**config.mk**
```make
export PLATFORM = sky130hd
export DESIGN_NAME = gng_sample_ctrl_flat
export DESIGN_NICKNAME = d
export VERILOG_FILES = /design/src/rtl/gng_ctrl_pkg.sv /design/src/rtl/gng_sample_ctrl_if.sv /design/src/rtl/gng_sync_fifo.sv /design/src/rtl/gng_sample_ctrl.sv /design/src/flat_wrapper.sv
export SDC_FILE = /design/constraint.sdc
export NUM_CORES = 1
export LEC_CHECK = 0
export ABC_AREA = 0
export BUFFER_PORTS_ARGS = -buffer_cell sky130_fd_sc_hd__clkbuf_2
export CORE_ASPECT_RATIO = 1.4
export CORE_MARGIN = 4
export CORE_UTILIZATION = 60
export CTS_BUF_LIST = sky130_fd_sc_hd__clkbuf_8
export CTS_CLUSTER_SIZE = 8
export DETAILED_ROUTE_END_ITERATION = 12
export PLACE_DENSITY = 0.82
export SLEW_MARGIN = 20
export SYNTH_ARGS = -nofsm -noshare
export SYNTH_HDL_FRONTEND = slang
export SYNTH_SLANG_ARGS = --single-unit
```
**constraint.sdc**
```tcl
create_clock -name clk -period 5.26 [get_ports clk]
set_input_delay 0.263 -clock clk [delete_from_list [all_inputs] [get_ports clk]]
set_output_delay 0.263 -clock clk [all_outputs]
set_load 0.005 [all_outputs]
```
**src/rtl/gng_ctrl_pkg.sv**
```systemverilog
// rtl/gng_ctrl_pkg.sv - shared state encoding, default parameters and clip helper for the GNG sample controller
package gng_ctrl_pkg;

    typedef enum logic [1:0] {
        ST_IDLE  = 2'd0,
        ST_RUN   = 2'd1,
        ST_DRAIN = 2'd2,
        ST_DONE  = 2'd3
    } state_t;

    localparam int          SAMPLE_W       = 32;
    localparam int          PIPE_LAT_DEF   = 12;
    localparam int          FIFO_DEPTH_DEF = 16;
    localparam int          CNT_W_DEF      = 16;
    localparam logic [31:0] CLIP_MAX_DEF   = 32'h0300_0000;

    // Sign-magnitude saturation: magnitude limited to bound, sign bit untouched.
    function automatic logic [SAMPLE_W-1:0] clip_sample(input logic [SAMPLE_W-1:0] s,
                                                        input logic [SAMPLE_W-2:0] bound);
        return {s[SAMPLE_W-1], (s[SAMPLE_W-2:0] > bound) ? bound : s[SAMPLE_W-2:0]};
    endfunction

endpackage

```
**src/rtl/gng_sample_ctrl_if.sv**
```systemverilog
// rtl/gng_sample_ctrl_if.sv - valid/ready sample stream from the GNG sample controller
interface gng_sample_ctrl_if;
    import gng_ctrl_pkg::*;

    logic                m_valid;
    logic                m_ready;
    logic [SAMPLE_W-1:0] m_data;

    modport master (output m_valid, output m_data, input  m_ready);
    modport slave  (input  m_valid, input  m_data, output m_ready);

endinterface

```
**src/rtl/gng_sync_fifo.sv**
```systemverilog
// rtl/gng_sync_fifo.sv - register-array FIFO whose head is presented straight from flops
module gng_sync_fifo #(
    parameter int DATA_W = 32,
    parameter int DEPTH  = 16
) (
    input  logic                   clk,
    input  logic                   rstn,
    input  logic                   push,
    input  logic [DATA_W-1:0]      wdata,
    input  logic                   pop,
    output logic [DATA_W-1:0]      rdata,
    output logic                   full,
    output logic                   empty,
    output logic [$clog2(DEPTH):0] count
);
    localparam int AW = $clog2(DEPTH);

    logic [DATA_W-1:0] mem [DEPTH];
    logic [AW-1:0]     wr_ptr;
    logic [AW-1:0]     rd_ptr;
    logic              do_push;
    logic              do_pop;

    assign full    = (count == (AW+1)'(DEPTH));
    assign empty   = (count == '0);
    // Push into a full FIFO is accepted only when the head leaves in the same cycle.
    assign do_push = push & (~full | pop);
    assign do_pop  = pop & ~empty;
    assign rdata   = mem[rd_ptr];

    always_ff @(posedge clk or negedge rstn) begin
        if (!rstn) begin
            for (int i = 0; i < DEPTH; i++) mem[i] <= '0;
            wr_ptr <= '0;
            rd_ptr <= '0;
            count  <= '0;
        end else begin
            if (do_push) begin
                mem[wr_ptr] <= wdata;
                wr_ptr      <= wr_ptr + 1'b1;
            end
            if (do_pop) rd_ptr <= rd_ptr + 1'b1;
            count <= count + (AW+1)'(do_push) - (AW+1)'(do_pop);
        end
    end

endmodule

```
**src/rtl/gng_sample_ctrl.sv**
```systemverilog
// rtl/gng_sample_ctrl.sv - credit-controlled sequencer and output buffer for the GNG core
// Optional: define GNG_CLIP_EN to saturate sample magnitude to CLIP_MAX before buffering.
module gng_sample_ctrl
    import gng_ctrl_pkg::*;
#(
    parameter int          PIPE_LAT   = PIPE_LAT_DEF,
    parameter int          FIFO_DEPTH = FIFO_DEPTH_DEF,
    parameter int          CNT_W      = CNT_W_DEF,
    parameter logic [31:0] CLIP_MAX   = CLIP_MAX_DEF
) (
    input  logic                clk,
    input  logic                rstn,
    input  logic                start,
    input  logic [CNT_W-1:0]    count,
    output logic                busy,
    output logic                done,
    output logic                gng_ce,
    input  logic                gng_valid,
    input  logic [SAMPLE_W-1:0] gng_data,
    output logic                ovf_err,
    gng_sample_ctrl_if.master   m
);
    localparam int FW = $clog2(FIFO_DEPTH) + 1;
    localparam int OW = FW + 1;

    if (FIFO_DEPTH < 2 || (FIFO_DEPTH & (FIFO_DEPTH - 1)) != 0) begin : g_bad_depth
        $error("gng_sample_ctrl: FIFO_DEPTH must be a power of 2 and >= 2");
    end
    if (PIPE_LAT < 1) begin : g_bad_lat
        $error("gng_sample_ctrl: PIPE_LAT must be >= 1");
    end
    if (CLIP_MAX[31]) begin : g_bad_clip
        $error("gng_sample_ctrl: CLIP_MAX must be a magnitude (bit 31 clear)");
    end

    state_t              state, state_nx;
    logic [CNT_W:0]      target, target_nx;
    logic [CNT_W:0]      issued, issued_nx;
    logic [CNT_W:0]      delivered, delivered_nx;
    logic [OW-1:0]       inflight, inflight_nx;
    logic [OW-1:0]       fifo_cnt_nx;
    logic [FW-1:0]       fifo_cnt;
    logic                fifo_full, fifo_empty;
    logic                start_ok, accept_valid, pop, push_ok, ce_nx;
    logic [SAMPLE_W-1:0] wdata;

    assign start_ok     = (state == ST_IDLE) & start;
    assign accept_valid = gng_valid & ((state == ST_RUN) | (state == ST_DRAIN));
    assign pop          = m.m_valid & m.m_ready;
    assign push_ok      = accept_valid & (~fifo_full | pop);
    assign busy         = (state != ST_IDLE);
    assign m.m_valid    = ~fifo_empty;

`ifdef GNG_CLIP_EN
    assign wdata = clip_sample(gng_data, CLIP_MAX[30:0]);
`else
    assign wdata = gng_data;
`endif

    always_comb begin
        state_nx = state;
        unique case (state)
            ST_IDLE:  if (start) state_nx = (count == '0) ? ST_DONE : ST_RUN;
            ST_RUN:   if (issued == target) state_nx = ST_DRAIN;
            ST_DRAIN: if (delivered == target) state_nx = ST_DONE;
            ST_DONE:  state_nx = ST_IDLE;
            default:  state_nx = ST_IDLE;
        endcase
    end

    // gng_ce is registered, so credit is judged on the occupancy it will see next cycle.
    always_comb begin
        target_nx    = start_ok ? {1'b0, count} : target;
        issued_nx    = start_ok ? '0 : issued + (CNT_W+1)'(gng_ce);
        delivered_nx = start_ok ? '0 : delivered + (CNT_W+1)'(pop);
        inflight_nx  = start_ok ? '0 : inflight + OW'(gng_ce) - OW'(accept_valid);
        fifo_cnt_nx  = OW'(fifo_cnt) + OW'(push_ok) - OW'(pop);
        ce_nx        = (state_nx == ST_RUN) && (issued_nx < target_nx) &&
                       ((inflight_nx + fifo_cnt_nx) < OW'(FIFO_DEPTH));
    end

    always_ff @(posedge clk or negedge rstn) begin
        if (!rstn) begin
            state     <= ST_IDLE;
            target    <= '0;
            issued    <= '0;
            delivered <= '0;
            inflight  <= '0;
            gng_ce    <= 1'b0;
            done      <= 1'b0;
            ovf_err   <= 1'b0;
        end else begin
            state     <= state_nx;
            target    <= target_nx;
            issued    <= issued_nx;
            delivered <= delivered_nx;
            inflight  <= inflight_nx;
            gng_ce    <= ce_nx;
            done      <= (state == ST_DONE);
            ovf_err   <= ovf_err | (accept_valid & fifo_full & ~pop);
        end
    end

    gng_sync_fifo #(
        .DATA_W (SAMPLE_W),
        .DEPTH  (FIFO_DEPTH)
    ) u_fifo (
        .clk   (clk),
        .rstn  (rstn),
        .push  (accept_valid),
        .wdata (wdata),
        .pop   (pop),
        .rdata (m.m_data),
        .full  (fifo_full),
        .empty (fifo_empty),
        .count (fifo_cnt)
    );

endmodule
```
**src/flat_wrapper.sv**
```systemverilog
// flat-port wrapper written by rule: the top's interface ports become plain ports
module gng_sample_ctrl_flat import gng_ctrl_pkg::*;
#(
    parameter int          PIPE_LAT   = PIPE_LAT_DEF,
    parameter int          FIFO_DEPTH = FIFO_DEPTH_DEF,
    parameter int          CNT_W      = CNT_W_DEF,
    parameter logic [31:0] CLIP_MAX   = CLIP_MAX_DEF
)
  (clk, rstn, start, count, busy, done, gng_ce, gng_valid, gng_data, ovf_err, m_m_valid, m_m_data, m_m_ready);
  gng_sample_ctrl_if m_i ();
  input  logic clk;
  input  logic rstn;
  input  logic start;
  input  logic [CNT_W-1:0] count;
  output logic busy;
  output logic done;
  output logic gng_ce;
  input  logic gng_valid;
  input  logic [SAMPLE_W-1:0] gng_data;
  output logic ovf_err;
  output wire logic [$bits(m_i.m_valid)-1:0] m_m_valid;
  output wire logic [$bits(m_i.m_data)-1:0] m_m_data;
  input wire logic [$bits(m_i.m_ready)-1:0] m_m_ready;
  assign m_m_valid = m_i.m_valid;
  assign m_m_data = m_i.m_data;
  assign m_i.m_ready = m_m_ready;
  gng_sample_ctrl #(.PIPE_LAT(PIPE_LAT), .FIFO_DEPTH(FIFO_DEPTH), .CNT_W(CNT_W), .CLIP_MAX(CLIP_MAX)) u_core (.clk(clk), .rstn(rstn), .start(start), .count(count), .busy(busy), .done(done), .gng_ce(gng_ce), .gng_valid(gng_valid), .gng_data(gng_data), .ovf_err(ovf_err), .m(m_i));
endmodule
```
==> impl_metrics.tcl <==
set metrics [dict create \
    run_status "complete, no violations" \
    tritoncts_clock_tree "built" \
    cts-buffers-inserted 90 \
    hold_path_end "u_core.u_fifo.mem[330]" \
    number_of_cells_on_the_worst_reg_to_reg_path 22 \
    drcViolationCount 0 \
    r2r_setup_slack_ps 1140 \
    vdd.ir_drop.worst_uv 446 \
    most_common_cell_after_layout_fill_and_taps_aside "dfrtp_1" \
    power_leakage_nw 14.6 \
    layout_worst_path_cycle_share 0.783 \
    grt_pass1_vias 17800 \
    post_layout_instance_area_sq_mm 0.0306 \
    setup_viol_count_final 0 \
    rd_place_congestion 0.894 \
    measured_slew_at_the_worst_slew_check_pin_ps 1100 \
    syn-cell-area_sq_mm 0.0280 \
    number_of_placed_cells_counting_well_taps 2407 \
    floorplan.die_area_sq_mm 0.0502 \
    skew_ps 31.0 \
    cp_delay_by_family_top "adder cells" \
    timing.critical_path.cells "inv_1 > ha_1 > nand2_1 > inv_1 > ha_1 > inv_1 > ha_1 > inv_1 > fa_1 > inv_1 > a21o_1 > a21oi_1 > xnor2_1 > nand2_1 > ha_1 > inv_1 > ha_1 > or3_1 > o211ai_1 > xor2_1 > xnor2_1 > nor4b_1" \
    yosys_warnings 0 \
    post_layout_nets 2009 \
    placement.setup.worst_slack_ps 1150 \
    worst_path_most_repeated_cell "inv_1" \
    worst_setup_hold_path_clk_slew_ps 60 \
    drive_above_1_share 0.473 \
    synth_cell_type_count 49 \
    drv_cap 0 \
    hold_depth 2 \
    synth_ff_type "dfrtp_1" \
    place_area_sq_mm 0.0288 \
    combined_buffer_and_inverter_count_along_the_critical_path 6 \
    min-delay-path-class "in2reg" \
    final_critical_delay_including_setup_and_external_delays_ps 4120 \
    clkSinkCount 587 \
    achievable-frequency_ghz 0.243 \
    depth_of_the_critical_timing_path_with_buffers_and_inverters_included 22 \
    critical_path_arrival_ps 4640 \
    die_width_um 190 \
    io_pins 90 \
    crit_required_ps 5790 \
    post-dp-hpwl_um 35700 \
    io_buffers 89 \
    fin_ws_ps 1140 \
    critPathKind "reg2reg" \
    final_max_slew_viol_count 0 \
    syn-num-nets 1911 \
    clkLatencyLatePin_ps 650 \
    drtPass1Iterations 4 \
    globalRouteTotalUtil 0.256 \
    htree_num_levels 3 \
    wl_per_cell_um 24.5 \
    initial_utilization 0.607 \
    final.fill_count 3172 \
    timing.setup.tns_ps 0 \
    globalRouteOverflowTotal 0 \
    seq_area_frac_synth 0.525 \
    synth_cells 1804 \
    power_density_mw_per_mm2 609 \
    layout_common_cells "dfrtp_1 (583), mux2_2 (415), mux4_2 (160)" \
    drtIter0Drc 897 \
    antenna_left 0 \
    crit_path_launch_type "flop" \
    route.final.wire_length_um 62800 \
    final_hold_viol_count 0 \
    crit_fanout 4 \
    antenna_found_initial 3 \
    synth_edf_count 0 \
    avgSynthCellArea_sq_um 15.5 \
    critical_path.reg2reg.endpoint "u_core.gng_ce" \
    worst_setup_path_end_kind "flop" \
    final_cell_count_no_fill 2568 \
    grt_first_pass_wirelength_um 99400 \
    mean_number_of_vias_per_cell 6.15 \
    max_slew_margin 0.267 \
    maximum_number_of_pins_on_one_net_before_global_route_repair 181 \
    critical_path.slowest_cell "fa_1" \
    crit_path_max_incr_delay_ps 420 \
    core_area_sq_mm 0.0461 \
    layout-area-overhead-vs-synth_pct 9.58 \
    cts_max_path_buffers 3 \
    setup_repair_after_global_routing_missed_its_margin "no" \
    ys_ff_latch 587 \
    total_power_mw 18.7 \
    chip_height_um 263 \
    vias 15800 \
    synth-async-reset-ratio 1.00 \
    reg2reg_from "u_core.state[0]" \
    hold_path_startpoint "gng_data[10]" \
    cts-root-buf "clkbuf_8" \
    num_rows 93 \
]
-- repair_timing --
| item | CTS | global route |
|---|---|---|
| hold endpoints to repair | 76 | 0 |
| endpoints found under the setup margin | 0 | 0 |
| gates resized for setup | 0 | 0 |
| hold buffers | 20 | 0 |
| setup buffers | 0 | 0 |
-- final cells by class --
class	count	area, sq um	area share
sequential	587	14700	0.480
clock buffer	101	1390	0.0454
tap	617	772	0.0252
antenna	3	7.51	0.000245
clock inverter	37	195	0.00637
multi-input combinational	1035	12500	0.407
inverter	56	213	0.00694
timing repair buffer	132	903	0.0295
-- synthesized netlist by cell type (2+ instances only) --
master | n | area share
a21oi_1 | 16 | 0.0029
nand4_1 | 15 | 0.0034
o21bai_1 | 2 | 0.00054
nand2_4 | 4 | 0.0016
nand3_1 | 25 | 0.0045
xnor2_1 | 49 | 0.015
mux2_2 | 415 | 0.17
and4_1 | 3 | 0.00094
nand3b_1 | 2 | 0.00054
fa_1 | 2 | 0.0014
a21o_1 | 4 | 0.0011
buf_1 | 7 | 0.00094
ha_1 | 52 | 0.023
mux2i_1 | 14 | 0.0050
nor3_1 | 6 | 0.0011
and3_1 | 5 | 0.0011
nand2_1 | 40 | 0.0054
mux4_2 | 160 | 0.13
nor4_1 | 6 | 0.0013
or3_1 | 6 | 0.0013
clkbuf_1 | 58 | 0.0078
buf_2 | 48 | 0.0086
o21ai_0 | 13 | 0.0023
and2_1 | 9 | 0.0020
mux2_4 | 98 | 0.053
nor2_1 | 40 | 0.0054
a211oi_1 | 2 | 0.00054
inv_1 | 55 | 0.0074
nor4b_1 | 2 | 0.00063
xor2_1 | 26 | 0.0081
buf_6 | 13 | 0.0052
nand2b_1 | 4 | 0.00089
dfrtp_1 | 587 | 0.53
-- power breakdown --
| part | leakage, nW | switching, mW | internal, mW |
|---|---|---|---|
| Sequential | 7.54 | 1.31 | 6.41 |
| Clock | 0.928 | 1.69 | 1.78 |
| Combinational | 6.13 | 2.97 | 4.49 |
-- worst max path at each step --
stage | from | to
global route | u_core.state[0] | u_core.gng_ce
CTS | u_core.state[0] | u_core.gng_ce
floorplan | u_core.state[0] | u_core.gng_ce
finish | u_core.state[0] | u_core.gng_ce
global placement | u_core.state[0] | u_core.gng_ce
detailed placement | u_core.state[0] | u_core.gng_ce
-- cells by family (layout without fill, tap and decap cells) --
kind of cell             Yosys count  after routing  synth area share
AO/OA/AOI/OAI                     46             46            0.0102
AND/OR/NAND/NOR                  173            173            0.0325
other                              0              3                 0
adder cells (fa/ha/maj)           54             54            0.0247
flip-flops                       587            587             0.525
multiplexers                     687            687             0.354
XOR/XNOR                          75             75            0.0235
buffers and inverters            182            326            0.0302
-- routing by layer --
layer | track usage | wire [um]
met1 | 0.325 | 25200
met2 | 0.435 | 32100
met3 | 0.0431 | 3020
met4 | 0.113 | 2530
met5 | 0 | 0
-- state kept, by name, indices dropped and copies added, names as in the netlist, 4 cells and up --
register,cells
u_core.delivered,17
u_core.inflight,6
u_core.issued,17
u_core.target,17
u_core.u_fifo.count,5
u_core.u_fifo.mem,512
u_core.u_fifo.rd_ptr,4
u_core.u_fifo.wr_ptr,4
-- stage by stage --
stage / hold WS [ps] / util
floorplan: -32.6 / -
global placement: 263 / 0.626
detailed placement: 260 / 0.626
CTS: 39.3 / 0.665
global route: 91.7 / 0.665
finish: 87.1 / 0.665
No activity file was read; power rests on OpenSTA's default activity.
